## config.mk

```make
export PLATFORM = sky130hd
export DESIGN_NAME = tlm_frame_sched
export DESIGN_NICKNAME = d
export VERILOG_FILES = /design/src/rtl/tlm_frame_sched.sv
export SDC_FILE = /design/constraint.sdc
export NUM_CORES = 1
export LEC_CHECK = 0
export ABC_AREA = 1
export CAP_MARGIN = 5
export CORE_MARGIN = 2
export CORE_UTILIZATION = 50
export DETAILED_ROUTE_END_ITERATION = 16
export PLACE_DENSITY = 0.93
export SETUP_SLACK_MARGIN = 0.05
export SLEW_MARGIN = 20
export SYNTH_ARGS = -nofsm -noshare
export SYNTH_HDL_FRONTEND = slang
export SYNTH_SLANG_ARGS = --single-unit
```

## constraint.sdc

```tcl
create_clock -name CLK -period 4.7 [get_ports CLK]
set_clock_uncertainty 0.2 [all_clocks]
set_input_delay 0.94 -clock CLK [delete_from_list [all_inputs] [get_ports CLK]]
set_output_delay 0.94 -clock CLK [all_outputs]
set_load 0.005 [all_outputs]
```

## src/rtl/tlm_frame_sched.sv

```systemverilog
// ----------------------------------------------------------------------------
// tlm_frame_sched
//
// Frame scheduler for the UART telemetry sequencer. It runs one waveform
// frame at a time:
//   1. flush the waveform FIFO,
//   2. enable ADC capture until the FIFO reports almost-full,
//   3. latch the frame timestamp and pulse the sequencer start strobe,
//   4. wait for the sequencer's send-end pulse,
//   5. hold off for GAP_CYCLES before arming the next capture.
// Frames repeat forever in auto mode. In single-shot mode each SINGLE_REQ
// produces one frame. Capture and transmit both have watchdogs that park the
// scheduler in ERROR until ERR_CLR.
//
// Parameters
//   GAP_CYCLES   holdoff cycles between SEND_END and the next capture arm (>=1)
//   TX_TIMEOUT   max cycles spent in SEND before the transmit watchdog fires
//   CAP_TIMEOUT  max cycles spent in CAPTURE before the capture watchdog fires
//   CNT_W        width of the shared gap/watchdog counter
//
// Ports
//   CLK          system clock
//   RESET        asynchronous, active-low reset
//   ENABLE       level; 0 stops scheduling at the next frame boundary
//   MODE_AUTO    1 = free-running, 0 = single-shot
//   SINGLE_REQ   one-cycle pulse requesting one frame (single-shot mode)
//   ERR_CLR      one-cycle pulse; clears sticky errors, leaves ERROR
//   FIFO_AFF     waveform FIFO almost-full (frame data ready)
//   FIFO_EF      waveform FIFO empty (informational only)
//   TX_SEND_END  one-cycle pulse from the sequencer at end of frame
//   TIME_NOW     free-running time counter
//   FIFO_CLR     one-cycle FIFO flush pulse
//   FIFO_WR_ENA  ADC-to-FIFO write enable (level)
//   TX_STR       one-cycle frame start strobe to the sequencer
//   TIME_LAT     TIME_NOW as seen during the TX_STR cycle
//   BUSY         high in every state except IDLE and ERROR
//   FRAME_CNT    completed frames, wraps 0xFFFF -> 0x0000
//   TX_TO_ERR    sticky: transmit watchdog expired
//   CAP_TO_ERR   sticky: capture watchdog expired
//
// Handshakes: every strobe in and out of this block is a single-cycle pulse
// sampled on posedge CLK; FIFO_AFF/FIFO_EF/ENABLE/MODE_AUTO are levels sampled
// on posedge CLK. There is no back-pressure in either direction.
// ----------------------------------------------------------------------------
module tlm_frame_sched #(
    parameter int unsigned GAP_CYCLES  = 1000,
    parameter int unsigned TX_TIMEOUT  = 5000000,
    parameter int unsigned CAP_TIMEOUT = 1000000,
    parameter int unsigned CNT_W       = 24
) (
    input  logic        CLK,
    input  logic        RESET,
    input  logic        ENABLE,
    input  logic        MODE_AUTO,
    input  logic        SINGLE_REQ,
    input  logic        ERR_CLR,
    input  logic        FIFO_AFF,
    input  logic        FIFO_EF,
    input  logic        TX_SEND_END,
    input  logic [39:0] TIME_NOW,
    output logic        FIFO_CLR,
    output logic        FIFO_WR_ENA,
    output logic        TX_STR,
    output logic [39:0] TIME_LAT,
    output logic        BUSY,
    output logic [15:0] FRAME_CNT,
    output logic        TX_TO_ERR,
    output logic        CAP_TO_ERR
);

    typedef enum logic [2:0] {
        S_IDLE    = 3'd0,
        S_FLUSH   = 3'd1,
        S_CAPTURE = 3'd2,
        S_START   = 3'd3,
        S_SEND    = 3'd4,
        S_GAP     = 3'd5,
        S_ERROR   = 3'd6
    } state_t;

    // Terminal counts: each counted state lasts exactly N cycles, so the
    // decision is taken while the counter holds N-1.
    localparam logic [CNT_W-1:0] GAP_LAST = CNT_W'(GAP_CYCLES - 1);
    localparam logic [CNT_W-1:0] TX_LAST  = CNT_W'(TX_TIMEOUT - 1);
    localparam logic [CNT_W-1:0] CAP_LAST = CNT_W'(CAP_TIMEOUT - 1);

    state_t            state_q, state_d;
    logic [CNT_W-1:0]  cnt_q, cnt_d;
    logic              pend_q, pend_d;
    logic [15:0]       frame_cnt_q, frame_cnt_d;
    logic [39:0]       time_lat_q, time_lat_d;
    logic              tx_to_err_q, tx_to_err_d;
    logic              cap_to_err_q, cap_to_err_d;
    logic              fifo_clr_q;
    logic              fifo_wr_ena_q;
    logic              tx_str_q;
    logic              busy_q;

    // Whether a new frame should be armed at an IDLE/GAP decision point.
    // MODE_AUTO is only looked at here, so a mode change lands at the next
    // frame boundary.
    logic go_frame;
    assign go_frame = ENABLE && (MODE_AUTO || pend_q);

    // FIFO_EF carries no control meaning: starting a frame on an empty FIFO
    // simply makes the sequencer send stale data.
    logic unused_fifo_ef;
    assign unused_fifo_ef = FIFO_EF;

    // ------------------------------------------------------------------
    // Next-state / datapath logic
    // ------------------------------------------------------------------
    always_comb begin
        state_d      = state_q;
        cnt_d        = cnt_q;
        frame_cnt_d  = frame_cnt_q;
        time_lat_d   = time_lat_q;
        // A request is remembered in any state, but only while enabled.
        pend_d       = pend_q | (SINGLE_REQ & ENABLE);
        // ERR_CLR clears the sticky flags wherever it arrives; a watchdog
        // firing in the same cycle below still wins.
        tx_to_err_d  = tx_to_err_q  & ~ERR_CLR;
        cap_to_err_d = cap_to_err_q & ~ERR_CLR;

        case (state_q)
            S_IDLE: begin
                if (go_frame) begin
                    state_d = S_FLUSH;
                end
            end

            S_FLUSH: begin
                cnt_d   = '0;
                state_d = S_CAPTURE;
            end

            S_CAPTURE: begin
                cnt_d = cnt_q + 1'b1;
                // Data-ready takes priority over the watchdog.
                if (FIFO_AFF) begin
                    state_d = S_START;
                end else if (cnt_q == CAP_LAST) begin
                    cap_to_err_d = 1'b1;
                    state_d      = S_ERROR;
                end
            end

            S_START: begin
                time_lat_d = TIME_NOW;
                cnt_d      = '0;
                state_d    = S_SEND;
            end

            S_SEND: begin
                cnt_d = cnt_q + 1'b1;
                // A send-end arriving on the watchdog's last cycle still
                // counts as a completed frame.
                if (TX_SEND_END) begin
                    frame_cnt_d = frame_cnt_q + 16'd1;
                    cnt_d       = '0;
                    state_d     = S_GAP;
                end else if (cnt_q == TX_LAST) begin
                    tx_to_err_d = 1'b1;
                    state_d     = S_ERROR;
                end
            end

            S_GAP: begin
                cnt_d = cnt_q + 1'b1;
                if (cnt_q == GAP_LAST) begin
                    state_d = go_frame ? S_FLUSH : S_IDLE;
                end
            end

            S_ERROR: begin
                if (ERR_CLR) begin
                    pend_d  = 1'b0;
                    state_d = S_IDLE;
                end
            end

            default: begin
                state_d = S_IDLE;
            end
        endcase

        // The request that starts a frame is consumed as FLUSH is entered.
        if ((state_d == S_FLUSH) && (state_q != S_FLUSH)) begin
            pend_d = 1'b0;
        end
    end

    // ------------------------------------------------------------------
    // State and output registers. Strobes/levels are decoded from the next
    // state so each output is a flop that tracks the current state exactly.
    // ------------------------------------------------------------------
    always_ff @(posedge CLK or negedge RESET) begin
        if (!RESET) begin
            state_q       <= S_IDLE;
            cnt_q         <= '0;
            pend_q        <= 1'b0;
            frame_cnt_q   <= 16'd0;
            time_lat_q    <= 40'd0;
            tx_to_err_q   <= 1'b0;
            cap_to_err_q  <= 1'b0;
            fifo_clr_q    <= 1'b0;
            fifo_wr_ena_q <= 1'b0;
            tx_str_q      <= 1'b0;
            busy_q        <= 1'b0;
        end else begin
            state_q       <= state_d;
            cnt_q         <= cnt_d;
            pend_q        <= pend_d;
            frame_cnt_q   <= frame_cnt_d;
            time_lat_q    <= time_lat_d;
            tx_to_err_q   <= tx_to_err_d;
            cap_to_err_q  <= cap_to_err_d;
            fifo_clr_q    <= (state_d == S_FLUSH);
            fifo_wr_ena_q <= (state_d == S_CAPTURE);
            tx_str_q      <= (state_d == S_START);
            busy_q        <= !((state_d == S_IDLE) || (state_d == S_ERROR));
        end
    end

    assign FIFO_CLR    = fifo_clr_q;
    assign FIFO_WR_ENA = fifo_wr_ena_q;
    assign TX_STR      = tx_str_q;
    assign TIME_LAT    = time_lat_q;
    assign BUSY        = busy_q;
    assign FRAME_CNT   = frame_cnt_q;
    assign TX_TO_ERR   = tx_to_err_q;
    assign CAP_TO_ERR  = cap_to_err_q;

endmodule

```

# ---- After elaboration in Yosys (flattened, before gate mapping)
# Cells that the tools add are included.
dict set report totals {
  register_bits 90
  output_inout_bits 62
}
dict set report classes {
  addsub 2
  n_eq_ne 14
  n_mux 20
  bitwise 5
  reduce_logical 11
}
# cell n
set op_table {}
lappend op_table {{24-bit one-hot mux with 3 select lines} 1}
lappend op_table {{24-bit by 1-bit adder with 24-bit output (second input constant)} 1}
lappend op_table {{24-bit by 10-bit == test with 1-bit output (second input constant)} 1}
lappend op_table {{24-bit by 20-bit == test with 1-bit output (second input constant)} 1}
lappend op_table {{24-bit by 23-bit == test with 1-bit output (second input constant)} 1}
lappend op_table {{24-bit 2-to-1 mux} 1}
lappend op_table {{3-bit 2-to-1 mux} 7}
lappend op_table {{3-bit one-hot mux with 7 select lines} 1}
lappend op_table {{16-bit by 1-bit adder with 16-bit output (second input constant)} 1}
lappend op_table {{3-bit by 2-bit == test with 1-bit output (second input constant)} 4}
lappend op_table {{3-bit == test (second input constant)} 4}
lappend op_table {{1-bit 2-to-1 mux} 10}
lappend op_table {{3-bit by 1-bit == test with 1-bit output (second input constant)} 2}
lappend op_table {{3-bit zero test} 2}
lappend op_table {{2-bit OR reduction} 2}
lappend op_table {{1-bit bitwise AND} 3}
lappend op_table {{3-bit by 1-bit inequality test with 1-bit output (second input constant)} 1}
lappend op_table {{3-bit nonzero test} 1}
lappend op_table {{1-bit logical AND} 2}
lappend op_table {{1-bit logical OR} 2}
lappend op_table {{2-bit AND reduction} 1}
lappend op_table {{1-bit zero test} 1}
lappend op_table {{1-bit NOT} 1}
lappend op_table {{1-bit bitwise OR} 1}

# ---- Logic depth before layout (Yosys ltp)
dict set report logic_depth {
  ltp_word 8
  ltp_mapped 10
}

# ---- Worst setup path before layout
# OpenSTA, ideal clock, no wires.
dict set report synth_path {
  path_kind {input port to flip-flop}
  from {in TX_SEND_END}
  to {reg frame_cnt_q[11] (netlist: FRAME_CNT[11])}
  setup_ps 117
  arrival_ps 1667
  required_time_ps 4383
  path_slack_ps 2717
  cell_stages 9
  cell_sequence {inv_2 nor2_8 nand2_4 nor2_4 nand2_2 nor2_4 nand2_1 nand2_1 nand2_1}
}
dict set report synth_between {
  elab_chain_len 1
}
# item line_no
set synth_rtl {}
lappend synth_rtl {{start: declaration} 59} ;# input logic TX_SEND_END,
lappend synth_rtl {{2-bit AND reduction (no source line)} --}
lappend synth_rtl {{end signal: assignment} 214} ;# frame_cnt_q <= frame_cnt_d;
lappend synth_rtl {{end: declaration} 90} ;# logic [15:0] frame_cnt_q, frame_cnt_d;
# Every way passes these cells.
# A chain may end at the register's enable or synchronous reset.

# ---- Final worst setup path
dict set report layout_path {
  from {reg frame_cnt_q[10] (netlist: FRAME_CNT[10])}
  to {out FRAME_CNT[10]}
}
# item line_no
set layout_rtl {}
lappend layout_rtl {{end: declaration} 66} ;# output logic [15:0] FRAME_CNT,
# No word-level cell between the ends.

==> Implementation_results.wiki <==
{| class="wikitable"
! Metric !! Value
|-
| Status || finished, final reports clean
|-
| Met1 track utilization from global routing || 0.293
|-
| Standard cell core area || 0.00872 mm2
|-
| TritonCTS clock tree || done
|-
| Die Width || 98.7 um
|-
| Pleak || 2.91 nW
|-
| Post-CTS setup buffer count || 0
|-
| Number of buffers on the longest clock path || 2
|-
| HPWL after detailed placement || about 9000 um
|-
| H-tree levels || 3
|-
| Die area || just under 0.01 mm2
|-
| Top cell type by total area after synthesis || sky130_fd_sc_hd__dfrtp_1
|-
| Seq cells post-synth || 90
|-
| Critical Path Slowest Stage Cell || sky130_fd_sc_hd__clkdlybuf4s50_1
|-
| Drt first pass iters || 5
|-
| Max Clock Freq || 394 MHz
|-
| Area Overhead vs Synth || 31.1%
|-
| Post-synth net total || 639
|-
| Weighted congestion reported at the end of routability-driven placement || 0.906
|-
| Required time at the worst-slack endpoint || between 3 and 4 ns
|-
| Filler cells || 671
|-
| Number of buffers added by the clock tree synthesis step || 9
|-
| Total via count in the routed design || 4272
|-
| Average footprint of a synthesized cell || between 7 and 8 um2
|-
| Met2 routing resource usage after global routing || 0.438
|-
| Std cell rows || 34
|-
| Wire length after detailed routing || 11700 um
|-
| Synthesized cell area || between 0.004 and 0.005 mm2
|-
| Final-stage net count || about 750
|-
| Post-layout minimum cycle time || approximately 2.5 ns
|-
| Fin. max-slew vios || 0
|-
| Combined global-route utilization of all metal layers || 0.245
|-
| Total negative slack for setup checks || 0 ns
|-
| Routing usage on met3 || 0.0397
|-
| Type of destination of the critical path || output port
|-
| Cells taking the most area after synthesis || sky130_fd_sc_hd__dfrtp_1 50%, sky130_fd_sc_hd__nand2_1 21%, sky130_fd_sc_hd__nor2_1 5.8%
|-
| Layer carrying the most global-route usage || met2
|-
| I/O Buffers || 109
|-
| Initial antenna violation count || 0
|-
| RSZ-0062 raised after global routing || no
|-
| Arrival time of the worst setup path || 1.40 ns
|-
| Max-capacitance violation count || 0
|-
| Transition time of the tightest slew-check pin || 0.735 ns
|-
| Hold buffers post-CTS || 0
|-
| Clock-pin slew reported for the worst setup and hold paths after clock tree synthesis || approximately 0.10 ns
|-
| Max IR drop VDD || just over 0.0003 V
|-
| Yosys warning total || 0
|-
| DRC viols || 0
|-
| Kind of cell adding the most delay to the critical path || buffers and inverters
|-
| CTS root buffer || sky130_fd_sc_hd__clkbuf_8
|-
| Clk sinks || 90
|-
| Wire length of the first global-routing pass || 19300 um
|-
| Setup violators final || 0
|-
| Number of global-route vias before repair || between 4000 and 5000
|-
| Power density relative to cell area || 486 mW/mm2
|-
| Boundary Pins || ~110
|-
| Gate count after technology mapping || 587
|-
| Layout cell share with drive strength beyond 1 || 0.0596
|-
| Maximum number of pins on one net before global-route repair || 58
|-
| Worst hold path class || flop to flop
|-
| Worst relative slew slack || 0.510
|-
| Post-layout util || 0.673
|-
| Worst path cell trace || clkdlybuf4s50_1
|-
| Unique masters post-synth || 31
|-
| Share of the cycle needed by the critical path after routing || 0.540
|-
| Largest fanout on the critical path || 6
|-
| Worst stage delay on the critical path || 0.56 ns
|-
| Clk_lat worst skew || 0.36 ns
|-
| Critical Setup Path Class || flop to output port
|-
| DR vias/cell || 5.25
|-
| Register area share after synthesis || 0.503
|-
| Worst setup SP type || flop
|-
| Post-DRT Antenna Nets || 0
|-
| Wirelength per Cell || 14.4 um
|-
| Final global-route overflow total || 0
|-
| Starting density of the core || 0.514
|-
| Diodes inserted || 0
|-
| Post-CTS sizing || 0
|-
| Crit path buffers/inverters || 1
|-
| Endpoints failing hold || 0
|-
| Fraction of synthesized cell area taken by the top area cell type || 0.503
|-
| Height of the die || 98.7 um
|-
| Count of routing violations after the opening detailed-route iteration || 272
|}
kinds of logic after synthesis:
group,Yosys count,share of synthesized area
flops,90,0.503
buf+inv,59,0.0497
xor+xnor,17,0.0332
simple gates,387,0.366
compound gates,31,0.0397
fa+ha+maj,3,0.00838
metal layers:
metal | part of all wire | up-vias
li1 | - | 2068
met1 | 0.40 | 2034
met2 | 0.52 | 139
met3 | 0.050 | 31
met4 | 0.030 | 0
met5 | 0 | -
path summary, 6_finish.rpt:
check                                          start                        to  slack [ns]  cells after the start
max                        FRAME_CNT[10]$_DFFE_PN0P_             FRAME_CNT[10]        2.16                      1
min                         TIME_LAT[37]$_DFFE_PN0P_  TIME_LAT[37]$_DFFE_PN0P_        0.28                      2
max reg2reg                     state_q[2]$_DFF_PN0_            BUSY$_DFF_PN0_        2.38                      8
min reg2reg                 TIME_LAT[37]$_DFFE_PN0P_  TIME_LAT[37]$_DFFE_PN0P_        0.28                      2
max in group asynchronous                      RESET      state_q[2]$_DFF_PN0_        2.92                      2
min in group asynchronous                      RESET  TIME_LAT[19]$_DFFE_PN0P_        0.43                      1
power breakdown:
| part | internal [mW] | switching (mW) | total (mW) | leakage, nW |
|---|---|---|---|---|
| sequential | 1.01 | 0.170 | 1.18 | 1.17 |
| combinational | 0.569 | 0.602 | 1.17 | 1.65 |
| clock | 0.213 | 0.294 | 0.507 | 0.0948 |
| total | 1.79 | 1.07 | 2.86 | 2.91 |
worst register-to-register path: stages (launching register included):
cell	delay, ns
sky130_fd_sc_hd__dfrtp_1	0.45
sky130_fd_sc_hd__inv_1	0.15
sky130_fd_sc_hd__nand2_1	0.09
sky130_fd_sc_hd__nor2_2	0.50
sky130_fd_sc_hd__buf_4	0.41
sky130_fd_sc_hd__nor3b_2	0.11
sky130_fd_sc_hd__nand3_1	0.19
sky130_fd_sc_hd__nand2_1	0.09
sky130_fd_sc_hd__nand2_1	0.08
cell type report:
| type | instances | area (um2) | area share |
|---|---|---|---|
| sequential | 90 | 2250 | 0.384 |
| multi-input combinational | 438 | 2010 | 0.342 |
| timing repair buffer | 111 | 1100 | 0.188 |
| inverter | 50 | 188 | 0.0320 |
| clock buffer | 10 | 138 | 0.0234 |
| tap | 108 | 135 | 0.0230 |
| clock inverter | 6 | 50.0 | 0.00852 |
per-stage QoR:
step | instances | setup slack [ns] | hold slack, ns | power, mW | area [um2]
2_1_floorplan | 587 | 2.72 | 0.265 | 1.69 | 4480
3_3_place_gp | 797 | 2.07 | 0.253 | 2.28 | 5680
3_5_place_dp | 797 | 2.03 | 0.258 | 2.36 | 5680
4_1_cts | 813 | 2.16 | 0.283 | 2.87 | 5870
5_1_grt | 813 | 2.12 | 0.304 | 3.04 | 5870
6_report | 813 | 2.16 | 0.277 | 2.86 | 5870
registers in the layout (all words and copies together), names as in the netlist:
name,count
TX_STR,1
FIFO_WR_ENA,1
FIFO_CLR,1
cnt_q,24
pend_q,1
FRAME_CNT,16
TX_TO_ERR,1
CAP_TO_ERR,1
state_q,3
TIME_LAT,40
BUSY,1
synth_stat cells:
library cell	n
sky130_fd_sc_hd__a21oi_1	12
sky130_fd_sc_hd__a22oi_1	1
sky130_fd_sc_hd__a31oi_1	1
sky130_fd_sc_hd__and3_1	1
sky130_fd_sc_hd__buf_2	1
sky130_fd_sc_hd__clkbuf_1	8
sky130_fd_sc_hd__dfrtp_1	90
sky130_fd_sc_hd__ha_1	3
sky130_fd_sc_hd__inv_1	45
sky130_fd_sc_hd__inv_2	5
sky130_fd_sc_hd__nand2_1	248
sky130_fd_sc_hd__nand2_2	4
sky130_fd_sc_hd__nand2_4	2
sky130_fd_sc_hd__nand3_1	32
sky130_fd_sc_hd__nand3_2	2
sky130_fd_sc_hd__nand3b_1	1
sky130_fd_sc_hd__nand4_1	14
sky130_fd_sc_hd__nand4_2	1
sky130_fd_sc_hd__nor2_1	69
sky130_fd_sc_hd__nor2_2	3
sky130_fd_sc_hd__nor2_4	3
sky130_fd_sc_hd__nor2_8	1
sky130_fd_sc_hd__nor3_1	5
sky130_fd_sc_hd__nor3b_2	1
sky130_fd_sc_hd__o21a_1	3
sky130_fd_sc_hd__o21ai_0	10
sky130_fd_sc_hd__o21bai_1	2
sky130_fd_sc_hd__o31ai_1	1
sky130_fd_sc_hd__o32ai_1	1
sky130_fd_sc_hd__xnor2_1	8
sky130_fd_sc_hd__xor2_1	9
layout by cell type, fill, tap and decap left out, types with 2 or more instances in the layout:
cell type                           n
sky130_fd_sc_hd__nand2_4            2
sky130_fd_sc_hd__nor3_1             5
sky130_fd_sc_hd__buf_4              3
sky130_fd_sc_hd__clkdlybuf4s50_1  108
sky130_fd_sc_hd__xor2_1             9
sky130_fd_sc_hd__nor2_4             3
sky130_fd_sc_hd__nand2_2            4
sky130_fd_sc_hd__nand3_2            2
sky130_fd_sc_hd__nand3_1           32
sky130_fd_sc_hd__clkinv_4           2
sky130_fd_sc_hd__xnor2_1            8
sky130_fd_sc_hd__inv_1             44
sky130_fd_sc_hd__nor2_2             3
sky130_fd_sc_hd__clkbuf_8          10
sky130_fd_sc_hd__nand2_1          248
sky130_fd_sc_hd__inv_2              6
sky130_fd_sc_hd__o21bai_1           2
sky130_fd_sc_hd__o21a_1             3
sky130_fd_sc_hd__a21oi_1           12
sky130_fd_sc_hd__nor2_1            69
sky130_fd_sc_hd__o21ai_0           10
sky130_fd_sc_hd__nand4_1           14
sky130_fd_sc_hd__dfrtp_1           90
sky130_fd_sc_hd__ha_1               3
Note: power is estimated with default switching activity, not from simulation.
